--- src/rtl/crc32_par.sv ---
// Word-wide CRC-32 (IEEE 802.3 / PNG) engine folding BYTES_PER_CYC bytes per clock.
// Define CRC32_PAR_SEED_EN to add seed_i for continuing a CRC from a prior dat_o.
module crc32_par #(
    parameter int unsigned DATA_WD       = 32,
    parameter int unsigned BYTES_PER_CYC = 1,
    parameter int unsigned NB_WD         = $clog2(DATA_WD / 8) + 1
) (
    input  logic               clk,
    input  logic               rst,
    input  logic               start_i,
`ifdef CRC32_PAR_SEED_EN
    input  logic [31:0]        seed_i,
`endif
    input  logic               val_i,
    output logic               rdy_o,
    input  logic [DATA_WD-1:0] dat_i,
    input  logic               lst_i,
    input  logic [NB_WD-1:0]   nb_i,
    output logic               done_o,
    output logic               val_o,
    output logic [31:0]        dat_o
);
    localparam int unsigned NBytes = DATA_WD / 8;
    localparam logic [31:0] Poly   = 32'hEDB88320;

    typedef enum logic [1:0] {StIdle, StActv, StProc, StDone} state_e;

    state_e             state_q;
    logic [31:0]        crc_q, crc_d, seed;
    logic [DATA_WD-1:0] buf_q;
    logic [NB_WD-1:0]   nb_q, nb_in, cnt_q;
    logic               last_q, last_slice;
    logic               rdy_q, done_q, val_q;
    logic [31:0]        dat_q;
    int unsigned        idx;

    // Reflected update: byte enters LSB first.
    function automatic logic [31:0] crc_byte(input logic [31:0] c, input logic [7:0] b);
        logic [31:0] r;
        r = c ^ {24'h0, b};
        for (int i = 0; i < 8; i++) begin
            r = r[0] ? ((r >> 1) ^ Poly) : (r >> 1);
        end
        return r;
    endfunction

`ifdef CRC32_PAR_SEED_EN
    assign seed = ~seed_i;
`else
    assign seed = 32'hFFFFFFFF;
`endif

    always_comb begin
        if (!lst_i || nb_i == '0 || 32'(nb_i) > NBytes) begin
            nb_in = NB_WD'(NBytes);
        end else begin
            nb_in = nb_i;
        end
    end

    // Chain of byte stages for the current slice; stages past nb pass the state through.
    always_comb begin
        crc_d = crc_q;
        idx   = 0;
        for (int unsigned k = 0; k < BYTES_PER_CYC; k++) begin
            idx = 32'(cnt_q) * BYTES_PER_CYC + k;
            if (idx < 32'(nb_q)) begin
                crc_d = crc_byte(crc_d, buf_q[8*(NBytes-1-idx) +: 8]);
            end
        end
        last_slice = (32'(cnt_q) + 1) * BYTES_PER_CYC >= 32'(nb_q);
    end

    always_ff @(posedge clk) begin
        if (rst) begin
            state_q <= StIdle;
            crc_q   <= 32'hFFFFFFFF;
            buf_q   <= '0;
            nb_q    <= '0;
            cnt_q   <= '0;
            last_q  <= 1'b0;
            rdy_q   <= 1'b0;
            done_q  <= 1'b0;
            val_q   <= 1'b0;
            dat_q   <= '0;
        end else begin
            done_q <= 1'b0;
            if (start_i) begin
                state_q <= StActv;
                crc_q   <= seed;
                cnt_q   <= '0;
                rdy_q   <= 1'b1;
                val_q   <= 1'b0;
            end else begin
                unique case (state_q)
                    StIdle: ;
                    StActv: begin
                        if (val_i) begin
                            buf_q   <= dat_i;
                            nb_q    <= nb_in;
                            last_q  <= lst_i;
                            cnt_q   <= '0;
                            rdy_q   <= 1'b0;
                            state_q <= StProc;
                        end
                    end
                    StProc: begin
                        crc_q <= crc_d;
                        cnt_q <= cnt_q + NB_WD'(1);
                        if (last_slice) begin
                            if (last_q) begin
                                state_q <= StDone;
                                done_q  <= 1'b1;
                            end else begin
                                state_q <= StActv;
                                rdy_q   <= 1'b1;
                            end
                        end
                    end
                    StDone: begin
                        dat_q   <= ~crc_q;
                        val_q   <= 1'b1;
                        state_q <= StIdle;
                    end
                    default: state_q <= StIdle;
                endcase
            end
        end
    end

    assign rdy_o  = rdy_q;
    assign done_o = done_q;
    assign val_o  = val_q;
    assign dat_o  = dat_q;
endmodule

--- config.mk ---
export PLATFORM = sky130hd
export DESIGN_NAME = crc32_par
export DESIGN_NICKNAME = d
export VERILOG_FILES = /design/src/rtl/crc32_par.sv
export SDC_FILE = /design/constraint.sdc
export NUM_CORES = 1
export LEC_CHECK = 0
export CAP_MARGIN = 40
export CORE_MARGIN = 4
export CORE_UTILIZATION = 32
export CTS_BUF_LIST = sky130_fd_sc_hd__clkbuf_8
export DETAILED_ROUTE_END_ITERATION = 10
export PLACE_DENSITY = 0.6
export SLEW_MARGIN = 10
export SYNTH_ARGS = -nofsm -noshare
export SYNTH_HDL_FRONTEND = slang
export SYNTH_SLANG_ARGS = --single-unit
--- constraint.sdc ---
create_clock -name clk -period 3.3 [get_ports clk]
set_input_delay 0.825 -clock clk [delete_from_list [all_inputs] [get_ports clk]]
set_output_delay 0.825 -clock clk [all_outputs]
set_load 0.1 [all_outputs]
==> key figures <==
Status
  • Status: finished, final reports clean

Clock tree
  • Htree depth: 3
  • Clk buf depth: 2
  • Root Buffer: clkbuf_8
  • Resized cells post-CTS: 0
  • Reg clk slew, reported paths: 0.10 ns
  • Total CTS buffers: 9
  • Worst-Skew Late Latency: approximately 0.38 ns
  • Cts hold-fix bufs: 0
  • Sink Count: 108
  • Post-CTS Setup Inserts: 0
  • CTS tree: yes

Route
  • Post-DRT Antenna Nets: 0
  • DRT iter0 DRCs: ~160
  • WL met1: 5730 um
  • Vias: roughly 4000
  • Vias per std cell: 4.71
  • WL final: around 12000 um
  • Drt wl/cell: between 10 and 15 um
  • Detailed-route DRC error count: 0
  • Met2 WL: between 6000 and 7000 um
  • Routed wire length on met3: 537 um
  • Max layer used: met4
  • DRT Pass-1 Iters: 4

Synthesis
  • Post-synthesis sequential area ratio: 0.409
  • Synth area leader: dfxtp_1
  • Syn. warnings: 0
  • Synth Cell Area: ~0.0053 mm2
  • Post-synth EDFFs: 0
  • Top cells by area, synth: dfxtp_1 41%, xnor2_1 7.6%, nand2_1 7.1%, a21oi_1 6.2%, nor2_1 4.9%
  • Mapped Avg Cell Area: 9.00 um2
  • Post-synth top area share: 0.409
  • Synth cell count leaders: 108 x dfxtp_1, 100 x nand2_1, 69 x nor2_1
  • Syn Inst Count: 588
  • Mapped Nets: 639
  • Top_reg_cell synth: dfxtp_1
  • Ys async rst share: 0
  • Synth cell types: 46
  • Cell with the most instances after synthesis: dfxtp_1
  • Register bit total from synthesis: about 110

Pwr
  • Flop pwr share: 0.546
  • VDD IR-drop max: approximately 0.17 mV
  • Clock Power Share: 0.306
  • Power Dens Cells: 390 mW/mm2
  • Int Power: between 1.5 and 2 mW
  • Leak: 2.41 nW
  • Comb pwr share: 0.148
  • Sw Pwr: 0.686 mW
  • Switching Fraction: 0.278

Worst setup path
  • Crit Path Class: reg2reg
  • Crit. End Element: flip-flop
  • Crit-path max cell delay: around 0.71 ns
  • Crit-path leading delay family: XOR/XNOR gates
  • CP bufs+invs: 0
  • R2R depth: 7
  • Critical Path AT: roughly 3 ns
  • Crit start category: flip-flop
  • Worst path depth: 7
  • Crit Path Max Fanout: 13
  • Worst endpoint required time: between 3 and 4 ns
  • CP Cell Sequence: mux4_2 -> nor2b_1 -> xnor2_2 -> xor3_1 -> xnor2_1 -> xor2_1 -> o21ai_1
  • Slowest-stage cell, CP: dfxtp_1

Global routing
  • Antenna violations before repair: 0
  • Number of global-route vias before repair: between 4000 and 5000
  • Overflow left after global routing: 0
  • GRT Total Usage: 0.142
  • First-pass GRT wire length: roughly 21000 um
  • Largest net degree at the start of global routing: 54

STA
  • F_max: about 350 MHz
  • Setup Skew: 0.0159 ns
  • Hold Fails Final Rpt: 0
  • Worst-Margin Slew: 0.666 ns
  • Tcrit/Tclk final: 0.854
  • Setup TNS Final: 0 ns
  • Setup violations, final: 0
  • Max-slew violations: 0
  • Worst slew margin: 0.556
  • RSZ-0062 raised after global routing: no
  • Minimum clock period: 2.82 ns

Cells and area
  • Multi-input gate area: ~0.0029 mm2
  • Final Util: 0.394
  • N_diodes: 0
  • Sequential cell area: between 0.002 and 0.0025 mm2
  • Layout cell share with drive strength beyond 1: 0.135
  • Layout Nets: about 700
  • Fillers: about 1600
  • Synthesis-to-layout area growth: 19.6%

Die
  • Row Count: 46
  • Die Wd: 137 um
  • Area of the die: between 0.015 and 0.02 mm2
  • Die H: 137 um
  • I/O Pins: 75
  • Core Region: between 0.015 and 0.02 mm2
  • Initial Util: 0.329

Placed design
  • DP Wirelength: around 9500 um
  • Number of port buffers: 74
  • Final RePlAce weighted congestion: roughly 0.84

Min path
  • WHS Path Cells: 2
  • Hold crit path type: reg2reg

Job
  • MaxCap Viol Count: 0
## path summary, 6_finish.rpt
path / slack [ns] / to / from
max: 0.48 / crc_q[22] / cnt_q[0]
max reg2reg: 0.48 / crc_q[22] / cnt_q[0]
min reg2reg: 0.46 / buf_q[11] / buf_q[11]
min: 0.46 / buf_q[11] / buf_q[11]
## power groups by stage
| stage | clock network, mW | registers (mW) | logic, mW |
|---|---|---|---|
| after floorplan | 0 | 1.40 | 0.229 |
| after global placement | 0 | 1.38 | 0.360 |
| after detailed placement | 0 | 1.38 | 0.368 |
| after CTS | 0.787 | 1.35 | 0.369 |
| after global routing | 0.838 | 1.35 | 0.401 |
| final | 0.755 | 1.35 | 0.365 |
## cells by family (layout without fill, tap and decap cells)
| family | after synthesis | in the layout | synth area share |
|---|---|---|---|
| compound gates | 122 | 122 | 0.145 |
| xor+xnor | 86 | 86 | 0.180 |
| fa+ha+maj | 11 | 11 | 0.0260 |
| buf+inv | 44 | 109 | 0.0348 |
| flops | 108 | 108 | 0.409 |
| mux | 17 | 17 | 0.0509 |
| simple gates | 200 | 200 | 0.155 |
## metal layers
metal  GRT usage  up-vias
met3      0.0324       15
li1            -     2092
met2       0.236       77
met5           0        -
met1       0.187     1909
met4      0.0381        0
## per-stage QoR
step / std cells / power, mW / instance area [um2] / setup WS [ns] / hold WS, ns
floorplan: 588 / 1.63 / 5290 / 0.961 / 0.432
finish: 869 / 2.47 / 6320 / 0.482 / 0.464
global route: 869 / 2.59 / 6320 / 0.314 / 0.491
CTS: 869 / 2.50 / 6320 / 0.472 / 0.465
global placement: 853 / 1.74 / 6150 / 0.552 / 0.450
detailed placement: 853 / 1.75 / 6150 / 0.482 / 0.450
## registers in the layout, summed over array words and instances (netlist names)
name	flops
buf_q	32
crc_q	32
dat_o	32
cnt_q	3
nb_q	3
state_q	2
done_o	1
last_q	1
rdy_o	1
val_o	1
## final cells by class
cell class	count	area share
Clock inverter	6	0.00653
Sequential cell	108	0.342
Inverter	7	0.00455
Multi-Input combinational cell	436	0.466
Clock buffer	10	0.0218
Timing Repair Buffer	86	0.117
Tap cell	216	0.0427
## worst min-delay path: stages (launching register included)
cell	delay (ns)
dfxtp_1	0.32
nand2_1	0.05
a21oi_1	0.05
## layout by cell type (no fill, tap or decap), types with 11 or more instances in the layout
cell,instances
dfxtp_1,108
xnor2_1,46
a21oi_1,66
ha_1,11
buf_4,47
nand2_1,100
clkdlybuf4s50_1,38
xor2_1,23
o211ai_1,22
a211oi_1,14
nor2_1,68
Power figures use the tool's default switching activity.
